$ cat src/rtl/rf_wb_arbiter_if.sv
// Write-back request bundle: NUM_REQ requesters
// presenting valid/addr/data, arbiter returning ready.
interface rf_wb_arbiter_if #(
  parameter int NUM_REQ = 3,
  parameter int AW      = 5,
  parameter int DW      = 32
);
  logic [NUM_REQ-1:0]    req_valid;
  logic [NUM_REQ-1:0]    req_ready;
  logic [NUM_REQ*AW-1:0] req_addr;
  logic [NUM_REQ*DW-1:0] req_data;

  modport master (
    output req_valid,
    output req_addr,
    output req_data,
    input  req_ready
  );

  modport slave (
    input  req_valid,
    input  req_addr,
    input  req_data,
    output req_ready
  );
endinterface

$ cat src/rtl/rf_wb_arbiter.sv
// Register-file write-back arbiter: round-robin grant,
// registered write port, pending-write scoreboard.
module rf_wb_arbiter #(
  parameter int NUM_REQ = 3,
  parameter int AW      = 5,
  parameter int DW      = 32
) (
  input  logic              clk,
  input  logic              reset,
  rf_wb_arbiter_if.slave    bus,
  output logic              rf_wr_en,
  output logic [AW-1:0]     rf_wr_addr,
  output logic [DW-1:0]     rf_wr_data,
  input  logic              sb_set_en,
  input  logic [AW-1:0]     sb_set_addr,
  input  logic [AW-1:0]     rs_query,
  input  logic [AW-1:0]     rt_query,
  output logic              rs_busy,
  output logic              rt_busy,
  output logic [2**AW-1:0]  busy_vec
);

  localparam int PW = (NUM_REQ > 1) ? $clog2(NUM_REQ) : 1;
  localparam int NR = 2**AW;

  logic [PW-1:0]      rr_ptr;
  logic [PW-1:0]      rr_nxt;
  logic [PW-1:0]      gnt_idx;
  logic [NUM_REQ-1:0] gnt;
  logic               found;
  logic               hs;
  logic [AW-1:0]      sel_addr;
  logic [DW-1:0]      sel_data;
  logic [NR-1:0]      busy_q;
  logic [NR-1:0]      busy_d;
  logic [NR-1:0]      set_m;
  logic [NR-1:0]      clr_m;

  // Scan from rr_ptr upward (wrapping); first valid requester wins
  always_comb begin
    int idx;
    gnt     = '0;
    gnt_idx = '0;
    found   = 1'b0;
    idx     = 0;
    for (int k = 0; k < NUM_REQ; k++) begin
      idx = int'(rr_ptr) + k;
      if (idx >= NUM_REQ) idx = idx - NUM_REQ;
      if (!found && bus.req_valid[idx]) begin
        found     = 1'b1;
        gnt[idx]  = 1'b1;
        gnt_idx   = PW'(idx);
      end
    end
  end

  assign bus.req_ready = reset ? '0 : gnt;
  assign hs            = found & ~reset;
  assign sel_addr      = bus.req_addr[gnt_idx*AW +: AW];
  assign sel_data      = bus.req_data[gnt_idx*DW +: DW];

  // Pointer moves just past the winner so it gets lowest priority next
  always_comb begin
    rr_nxt = rr_ptr;
    if (hs) begin
      if (gnt_idx == PW'(NUM_REQ - 1)) rr_nxt = '0;
      else                             rr_nxt = gnt_idx + PW'(1);
    end
  end

  // Round-robin pointer register
  always_ff @(posedge clk) begin
    if (reset) rr_ptr <= '0;
    else       rr_ptr <= rr_nxt;
  end

  // Registered write port; r0 writes are accepted but never reach the file
  always_ff @(posedge clk) begin
    if (reset) begin
      rf_wr_en   <= 1'b0;
      rf_wr_addr <= '0;
      rf_wr_data <= '0;
    end else begin
      rf_wr_en <= hs & (sel_addr != '0);
      if (hs) begin
        rf_wr_addr <= sel_addr;
        rf_wr_data <= sel_data;
      end
    end
  end

  // Scoreboard next state: set beats clear, bit 0 never pending
  always_comb begin
    set_m  = '0;
    clr_m  = '0;
    if (sb_set_en) set_m[sb_set_addr] = 1'b1;
    if (rf_wr_en)  clr_m[rf_wr_addr]  = 1'b1;
    busy_d    = (busy_q & ~clr_m) | set_m;
    busy_d[0] = 1'b0;
  end

  // Scoreboard register
  always_ff @(posedge clk) begin
    if (reset) busy_q <= '0;
    else       busy_q <= busy_d;
  end

  assign busy_vec = busy_q;
  assign rs_busy  = busy_q[rs_query];
  assign rt_busy  = busy_q[rt_query];

endmodule
$ cat src/flat_wrapper.sv
// flat-port wrapper written by rule: the top's interface ports become plain ports
module rf_wb_arbiter_flat 
#(
  parameter int NUM_REQ = 3,
  parameter int AW      = 5,
  parameter int DW      = 32
)
  (clk, reset, rf_wr_en, rf_wr_addr, rf_wr_data, sb_set_en, sb_set_addr, rs_query, rt_query, rs_busy, rt_busy, busy_vec, bus_req_valid, bus_req_addr, bus_req_data, bus_req_ready);
  rf_wb_arbiter_if #(.NUM_REQ(NUM_REQ), .AW(AW), .DW(DW)) bus_i ();
  input  logic clk;
  input  logic reset;
  output logic rf_wr_en;
  output logic [AW-1:0] rf_wr_addr;
  output logic [DW-1:0] rf_wr_data;
  input  logic sb_set_en;
  input  logic [AW-1:0] sb_set_addr;
  input  logic [AW-1:0] rs_query;
  input  logic [AW-1:0] rt_query;
  output logic rs_busy;
  output logic rt_busy;
  output logic [2**AW-1:0] busy_vec;
  input wire logic [$bits(bus_i.req_valid)-1:0] bus_req_valid;
  input wire logic [$bits(bus_i.req_addr)-1:0] bus_req_addr;
  input wire logic [$bits(bus_i.req_data)-1:0] bus_req_data;
  output wire logic [$bits(bus_i.req_ready)-1:0] bus_req_ready;
  assign bus_i.req_valid = bus_req_valid;
  assign bus_i.req_addr = bus_req_addr;
  assign bus_i.req_data = bus_req_data;
  assign bus_req_ready = bus_i.req_ready;
  rf_wb_arbiter #(.NUM_REQ(NUM_REQ), .AW(AW), .DW(DW)) u_core (.clk(clk), .reset(reset), .bus(bus_i), .rf_wr_en(rf_wr_en), .rf_wr_addr(rf_wr_addr), .rf_wr_data(rf_wr_data), .sb_set_en(sb_set_en), .sb_set_addr(sb_set_addr), .rs_query(rs_query), .rt_query(rt_query), .rs_busy(rs_busy), .rt_busy(rt_busy), .busy_vec(busy_vec));
endmodule
$ cat config.mk
export PLATFORM = sky130hd
export DESIGN_NAME = rf_wb_arbiter_flat
export DESIGN_NICKNAME = d
export VERILOG_FILES = /design/src/rtl/rf_wb_arbiter_if.sv /design/src/rtl/rf_wb_arbiter.sv /design/src/flat_wrapper.sv
export SDC_FILE = /design/constraint.sdc
export NUM_CORES = 1
export LEC_CHECK = 0
export CAP_MARGIN = 20
export CORE_ASPECT_RATIO = 0.6
export CORE_MARGIN = 10
export CORE_UTILIZATION = 42
export CTS_CLUSTER_DIAMETER = 50
export CTS_CLUSTER_SIZE = 40
export DETAILED_ROUTE_END_ITERATION = 8
export HOLD_SLACK_MARGIN = 0.06
export PLACE_DENSITY_LB_ADDON = 0.3
export SYNTH_ARGS = -nofsm -noshare
export SYNTH_HDL_FRONTEND = slang
export SYNTH_SLANG_ARGS = --single-unit
$ cat constraint.sdc
create_clock -name clk -period 3.5 [get_ports clk]
set_input_delay 0.7 -clock clk [delete_from_list [all_inputs] [get_ports clk]]
set_output_delay 0.7 -clock clk [all_outputs]
set_load 0.005 [all_outputs]
==> results of run 1 <==
[state kept, by name, summed over array words and instances (netlist names)]
register           count
u_core.busy_vec       31
u_core.rf_wr_addr      5
u_core.rf_wr_data     32
u_core.rf_wr_en        1
u_core.rr_ptr          2
[kinds of logic (layout without fill, tap and decap cells)]
logic type,Yosys count,after routing,share of synthesized area [%]
buffers and inverters,48,245,5.07
flip-flops,71,71,32.7
AO/OA/AOI/OAI,160,160,22.9
other,1,1,0.0863
adder cells (fa/ha/maj),4,4,1.15
AND/OR/NAND/NOR,166,166,18.4
multiplexers,62,62,19.6
[worst min-delay path by stage]
| stage | startpoint | endpoint | slack, ns | cells after the start |
|---|---|---|---|---|
| global route | u_core.rf_wr_data[14] | u_core.rf_wr_data[14] | 0.47 | 2 |
| finish | u_core.rf_wr_data[14] | u_core.rf_wr_data[14] | 0.45 | 2 |
| detailed placement | u_core.rf_wr_data[14] | u_core.rf_wr_data[14] | 0.45 | 2 |
| CTS | u_core.rf_wr_data[25] | u_core.rf_wr_data[25] | 0.45 | 2 |
| floorplan | u_core.rf_wr_data[0] | u_core.rf_wr_data[0] | 0.45 | 2 |
| global placement | u_core.rf_wr_data[24] | u_core.rf_wr_data[24] | 0.44 | 2 |
[layer usage]
layer / up-vias / routed length (µm) / GRT usage [%]
met2: 252 / 8410 / 38.2
met1: 2335 / 7330 / 29.5
met4: 0 / 143 / 4.42
li1: 2277 / - / -
met5: - / 0 / 0
met3: 14 / 2160 / 9.32
[worst min-delay path: cells and delay by family (launching register included)]
family / cells / cell delay [ns]
AO/OA/AOI/OAI: 1 / 0.05
flip-flops: 1 / 0.31
AND/OR/NAND/NOR: 1 / 0.05
[power groups by stage]
stage          Clock [mW]  Sequential [mW]  Combinational [mW]
2_1_floorplan           0             1.14                2.06
3_3_place_gp            0             1.17                3.13
3_5_place_dp            0             1.18                3.18
4_1_cts             0.996             1.17                3.21
5_1_grt              1.03             1.19                3.53
6_report            0.987             1.17                3.23
[repair_timing]
item	CTS	global route
cloned	2	0
setup endpoints to repair	2	5
hold endpoints to repair	0	0
setup buffers	0	0
gates resized for setup	4	10
pin swaps	0	1
[layout make-up]
cell class | count | area [µm²]
Tap cell | 135 | 169
Inverter | 4 | 15.0
Clock inverter | 6 | 93.8
Multi-Input combinational cell | 393 | 2740
Timing Repair Buffer | 226 | 2310
Fill cell | 809 | 3010
Sequential cell | 71 | 1420
Clock buffer | 9 | 225
[cells in the final DEF, fill, tap and decap left out, drive strengths merged, types with 4 or more instances in the layout]
| cell type | count |
|---|---|
| clkdlybuf4s50 | 199 |
| nand2 | 80 |
| dfxtp | 71 |
| a21oi | 69 |
| nor3 | 41 |
| mux2i | 39 |
| o21ai | 37 |
| a211o | 36 |
| buf | 20 |
| mux4 | 18 |
| nor2 | 10 |
| clkbuf | 9 |
| nand3b | 8 |
| or3 | 6 |
| inv | 6 |
| mux2 | 5 |
| nor3b | 5 |
| and3b | 4 |
| o221ai | 4 |
| ha | 4 |
[through the flow]
stage | std cells | power [mW] | hold WS (ns)
final | 844 | 5.39 | 0.453
after global routing | 844 | 5.75 | 0.469
after detailed placement | 827 | 4.36 | 0.446
after floorplan | 512 | 3.21 | 0.453
after CTS | 844 | 5.37 | 0.454
after global placement | 827 | 4.30 | 0.442
==> flow_summary.rst, run 1 <==
.. list-table::
   :header-rows: 1

   * - Metric
     - Value
   * - Psw
     - 2.16 mW
   * - Layout cells sized above 1
     - 9.87%
   * - Stages on the worst setup path
     - 6
   * - Routability cong.
     - 0.916
   * - Result of the run
     - finished clean
   * - Die extent in y
     - 98.8 µm
   * - Overall overflow remaining after global route
     - 0
   * - Reported leakage power
     - 2.70 nW
   * - Final net count
     - 841
   * - Final setup skew
     - 0.00532 ns
   * - I/O pin count
     - 207
   * - Arrival @ worst endpoint
     - 2.78 ns
   * - Area contributors post-synth
     - dfxtp_1, mux4_2, mux2i_1
   * - Endpoint required time on the critical path
     - 2.80 ns
   * - Clk pwr share
     - 18.3%
   * - Number of distinct library cell variants in the gate-level netlist after synthesis
     - 45
   * - Global-route wire length before repair
     - 28,100 µm
   * - Worst-case vdd ir drop
     - 0.000506 V
   * - Minimum clock period after layout
     - 3.48 ns
   * - Maximum number of buffers from clock root to sink
     - 2
   * - CTS Root Buffer Type
     - clkbuf_16
   * - Final WS setup
     - 0.0235 ns
   * - Cells along the critical path
     - clkdlybuf4s15_1 > bufbuf_16 > mux4_2 > mux4_2 > mux2_2 > dlygate4sd2_1
   * - RSZ-0062 raised after global routing
     - false
   * - Dominant cell type by area after synthesis
     - dfxtp_1
   * - Highest cell delay on the worst timing path
     - 0.48 ns
   * - Setup slack of the most critical reg-to-reg path
     - 0.61 ns
   * - Ranking of synthesized cells by instance count
     - nand2_1, dfxtp_1, a21oi_1
   * - CTS Hold Bufs
     - 0
   * - Seq pwr share
     - 21.7%
   * - Max-slew violation total from the final report
     - 0
   * - Number of levels the H-tree was split into
     - 3
   * - Highest fanout seen on the critical path
     - 4
   * - Worst-skew pair later-pin latency
     - 0.34 ns
   * - Total power divided by cell area
     - 773 nW/µm²
   * - Antenna diodes
     - 0
   * - Nature of the critical path startpoint
     - input port
   * - Min-delay worst type
     - flip-flop to flip-flop
   * - Count of unresolved DRC violations after routing
     - 0
   * - DR vias
     - 4,878
   * - Detailed Route Iter0 Violations
     - 399
   * - TritonCTS clock tree
     - done
   * - Critical path destination
     - rs_busy
   * - Launch point of the worst path
     - rs_query[0]
   * - Setup WS pre-CTS
     - -0.328 ns
   * - Share of synthesized flip-flops with an asynchronous set or reset
     - 0%
   * - Row Count
     - 28
   * - Clock tree sinks
     - 71
   * - Number of enable-type register cells in the synthesized netlist
     - 0
   * - Die area
     - 14,900 µm²
   * - Switching power as a share of total power
     - 40.1%
   * - Number of synthesis warnings
     - 0
   * - Final Instance Area
     - 6970 µm²
   * - Worst Setup End Kind
     - primary output
   * - Post-Synthesis Mean Instance Area
     - 8.49 µm²
   * - Area overhead of the layout relative to synthesis
     - 60.5%
   * - Clock-pin slew reported for the worst setup and hold paths after clock tree synthesis
     - 0.06 ns
   * - Floorplan Core Area
     - 9980 µm²
   * - R2R cell count
     - 10
   * - Fmax achieved
     - 288 MHz
   * - Post-Syn Area
     - 4350 µm²
   * - Dominant cell type by count on the critical path
     - mux4_2
   * - Ratio of routed vias to standard cells
     - 5.78
   * - Sequential fraction of the synthesis area
     - 32.7%
   * - GRT Util Overall
     - 23.7%
   * - Drt pass-1 iters
     - 5
   * - Gate family responsible for the most delay along the worst path
     - multiplexers
   * - Max Cap Violations
     - 0
   * - Total negative setup slack
     - 0 ns
   * - Number of buffers and inverters on the critical path
     - 3
   * - Top-area cell type share of the netlist area
     - 32.7%
   * - Portion of the clock cycle consumed by the worst path in the final layout
     - 99.3%
   * - Routed Antenna Nets
     - 0
   * - R2R Path End
     - u_core.rf_wr_data[21]
   * - Gate count after technology mapping
     - 512
   * - Post-DP HPWL
     - 14,200 µm
   * - Via count of the first global-routing pass
     - 5,014
   * - Post-detailed-placement cell area
     - 6570 µm²
   * - Initial antenna violation count
     - 0
   * - Mean routed wirelength per cell
     - 21.4 µm
   * - Internal power
     - 3.23 mW
   * - Post-Synthesis Net Count
     - 648
   * - Number of buffers created by CTS
     - 9
   * - X dimension of the die
     - 151 µm
   * - Util after Layout
     - 69.8%
   * - Most repeated cell in the gate-level netlist after synthesis
     - nand2_1
   * - I/O Buffers
     - 205
   * - Worst path slowest cell
     - mux4_2
   * - Fin. Hold Viols
     - 0
   * - Worst setup path class
     - input port to primary output
   * - Initial standard-cell utilization of the core
     - 43.5%
   * - Slew of the pin with the lowest slew margin
     - 0.868 ns
   * - Worst relative slew slack
     - 41.9%
   * - Total detailed-routing wirelength
     - 18,000 µm
   * - Launching point of the worst reg2reg path
     - u_core.rr_ptr[1]
   * - Maximum number of pins on one net before global-route repair
     - 67
   * - Synth Register Bits
     - 71
   * - # setup viols final
     - 0
   * - Combinational group share of total power
     - 59.9%
   * - Top flip-flop cell by instance count after synthesis
     - dfxtp_1
No activity file was read; power rests on OpenSTA's default activity.
==> run 2, diff against run 1 <==
Settings changed: CORE_UTILIZATION 42 to 40, GPL_ROUTABILITY_DRIVEN set to 0.
==> run 2 against run 1 <==
  * Power shrank 0.35%
  * Clock power shrank 3.5%
  * Non-clock buffer count grew 1
  * Worst hold slack gained 0.0048 ns
  * Sequential power is essentially flat
  * Maximum frequency grew 1.7%
  * Critical path depth is the same
  * Sequential share of layout area is essentially flat
  * Critical path type unchanged
  * Utilization shrank 4.1 points
  * Critical endpoint is now rt_busy
==> flow_summary.rst, run 2 (synthesis gave the netlist of run 1 again) <==
.. list-table::
   :header-rows: 1

   * - Metric
     - Value
   * - Register name with the most flops
     - u_core.rf_wr_data
   * - Leading cell types in the layout, fill and taps excluded
     - clkdlybuf4s50_1, nand2_1, dfxtp_1, a21oi_1, nor3_1
   * - Min-delay worst type
     - flip-flop to flip-flop
   * - Worst relative slew slack
     - 49.6% (+7.6 points)
   * - Flip-flop count of the largest register, all copies and words added
     - 32 (unchanged)
   * - X dimension of the die
     - 155 µm (+2.1%)
   * - Drt pass-1 iters
     - 5 (unchanged)
   * - R2R cell count
     - 10 (unchanged)
   * - Endpoint with the worst hold slack
     - u_core.rf_wr_data[6]
   * - Nature of the critical path startpoint
     - input port
   * - Portion of the clock cycle consumed by the worst path in the final layout
     - 97.7% (-1.6 points)
   * - Psw
     - 2.15 mW (-0.74%)
   * - Overall overflow remaining after global route
     - 0 (unchanged)
   * - I/O Buffers
     - 205 (unchanged)
   * - Maximum number of buffers from clock root to sink
     - 2 (unchanged)
   * - CTS Root Buffer Type
     - clkbuf_16
   * - Worst-case vdd ir drop
     - 0.000920 V (+82%)
   * - Setup slack of the most critical reg-to-reg path
     - 0.67 ns (+0.06 ns)
   * - DR vias
     - 4,889 (+0.23%)
   * - Result of the run
     - finished clean
   * - Final net count
     - 842 (+0.12%)
   * - Internal power
     - 3.22 mW (about the same)
   * - Ratio of routed vias to standard cells
     - 5.75 (-0.48%)
   * - Worst hold path startpoint
     - u_core.rf_wr_data[6]
   * - Maximum number of pins on one net before global-route repair
     - 65 (-3.0%)
   * - Total power divided by cell area
     - 771 nW/µm² (-0.24%)
   * - Number of buffers inserted to repair setup after CTS
     - 0 (unchanged)
   * - Fmax achieved
     - 292 MHz (+1.7%)
   * - Row Count
     - 29 (+3.6%)
   * - Via count of the first global-routing pass
     - 5,048 (+0.68%)
   * - Initial standard-cell utilization of the core
     - 41.0% (-2.5 points)
   * - Detailed Route Iter0 Violations
     - 591 (+48%)
   * - Total detailed-routing wirelength
     - 17,900 µm (-0.98%)
   * - Slew of the pin with the lowest slew margin
     - 0.753 ns (-0.114 ns)
   * - Seq pwr share
     - 22.0% (+0.3 points)
   * - Switching power as a share of total power
     - 40.0% (-0.16 points)
   * - Max-slew violation total from the final report
     - 0 (unchanged)
   * - Worst Setup End Kind
     - primary output
   * - Clock tree sinks
     - 71 (unchanged)
   * - Highest fanout seen on the critical path
     - 4 (unchanged)
   * - Mean routed wirelength per cell
     - 21.0 µm (-1.7%)
   * - Minimum clock period after layout
     - 3.42 ns (-0.0566 ns)
   * - Reported leakage power
     - 2.70 nW (-0.17%)
   * - TritonCTS clock tree
     - done
   * - # setup viols final
     - 0 (unchanged)
   * - Most common cell after layout, fill and taps aside
     - clkdlybuf4s50_1
   * - Clock-pin slew reported for the worst setup and hold paths after clock tree synthesis
     - 0.05 ns (about the same)
   * - Cell depth of the worst min-delay path
     - 2 (unchanged)
   * - Endpoint required time on the critical path
     - 2.80 ns (about the same)
   * - Final WS setup
     - 0.0801 ns (+0.0566 ns)
   * - Die extent in y
     - 101 µm (+2.0%)
   * - I/O pin count
     - 207 (unchanged)
   * - Layout cells sized above 1
     - 9.99% (+0.11 points)
   * - Initial antenna violation count
     - 0 (unchanged)
   * - Antenna diodes
     - 0 (unchanged)
   * - Area overhead of the layout relative to synthesis
     - 60.3%
   * - Combinational group share of total power
     - 60.3% (+0.4 points)
   * - Number of buffers created by CTS
     - 9 (unchanged)
   * - Launching point of the worst reg2reg path
     - u_core.rr_ptr[0]
   * - Floorplan Core Area
     - 10,600 µm² (+6.1%)
   * - Arrival @ worst endpoint
     - 2.72 ns (-0.06 ns)
   * - Worst setup path class
     - input port to primary output
   * - RSZ-0062 raised after global routing
     - false
   * - Post-DP HPWL
     - 13,800 µm (-3.2%)
   * - Fin. Hold Viols
     - 0 (unchanged)
   * - Layout Cells excl Fill
     - 850 (+0.71%)
   * - Global-route wire length before repair
     - 28,000 µm (-0.42%)
   * - Routed Antenna Nets
     - 0 (unchanged)
   * - CTS Hold Bufs
     - 0 (unchanged)
   * - Die area
     - 15,600 µm² (+4.2%)
   * - Max Cap Violations
     - 0 (unchanged)
   * - GRT Util Overall
     - 22.1% (-1.6 points)
   * - Total instance count after detailed placement
     - 832 (+0.60%)
   * - R2R Path End
     - u_core.rf_wr_en
   * - Setup WS pre-CTS
     - -0.280 ns (+0.0481 ns)
   * - Number of levels the H-tree was split into
     - 3 (unchanged)
   * - Count of unresolved DRC violations after routing
     - 0 (unchanged)
   * - Clk pwr share
     - 17.7% (-0.6 points)
   * - Worst-skew pair later-pin latency
     - 0.33 ns (about the same)
   * - Final setup skew
     - 0.00681 ns (+0.00149 ns)
-- run 2: cell count changes in the layout (fill, tap and decap cells not counted), moves of 2 or more --
| cell | previous run | this run |
|---|---|---|
| inv_6 | 2 | 0 |
| buf_6 | 2 | 0 |
| buf_4 | 13 | 16 |
| clkbuf_1 | 0 | 3 |
| clkinv_2 | 0 | 2 |
-- run 2: layer usage --
metal / vias up / part of all wire (%) / wire [µm] / global-route usage [%]
li1: 2282 / - / - / -
met1: 2317 / 41 / 7250 / 27.1
met2: 265 / 49 / 8770 / 37.2
met3: 25 / 9.0 / 1610 / 6.95
met4: 0 / 1.4 / 246 / 5.42
met5: - / 0 / 0 / 0
-- run 2: repair_timing --
item                                    CTS  global route
gates cloned                              2             0
pin swaps                                 0             2
resized for setup                         7             7
endpoints found under the setup margin    2             3
-- run 2: critical path: stages --
cell and delay, ns:
clkdlybuf4s15_1 0.26, bufbuf_16 0.29, mux4_2 0.47, mux4_2 0.46, mux2_2 0.27, dlygate4sd2_1 0.27
-- run 2: worst max path at each step --
stage	from	endpoint
floorplan	rs_query[0]	rs_busy
global placement	rt_query[0]	rt_busy
detailed placement	rt_query[0]	rt_busy
CTS	rt_query[0]	rt_busy
global route	bus_req_valid[1]	bus_req_ready[0]
finish	rt_query[0]	rt_busy
-- run 2: through the flow --
stage	setup TNS, ns	area, µm²	total power, mW	hold slack, ns	util (%)
5_1_grt	0	6970	5.71	0.477	65.8
3_3_place_gp	-0.509	6580	4.25	0.442	62.1
3_5_place_dp	-0.556	6580	4.34	0.450	62.1
2_1_floorplan	0	4350	3.21	0.453	-
4_1_cts	0	6950	5.33	0.457	65.6
6_report	0	6970	5.37	0.457	65.8
-- run 2: final cells by class --
class | count | area (µm²)
inverters | 4 | 15.0
flip-flops and latches | 71 | 1420
clock inverters | 4 | 70.1
multi-input cells | 393 | 2740
repair buffers | 227 | 2310
clock buffers | 12 | 236
fillers | 852 | 3630
well taps | 139 | 174
-- run 2: power groups by stage --
stage,registers [mW],clock network [mW],logic (mW)
finish,1.18,0.952,3.24
global route,1.20,1.00,3.51
detailed placement,1.19,0,3.16
global placement,1.18,0,3.07
CTS,1.17,0.963,3.19
floorplan,1.14,0,2.06
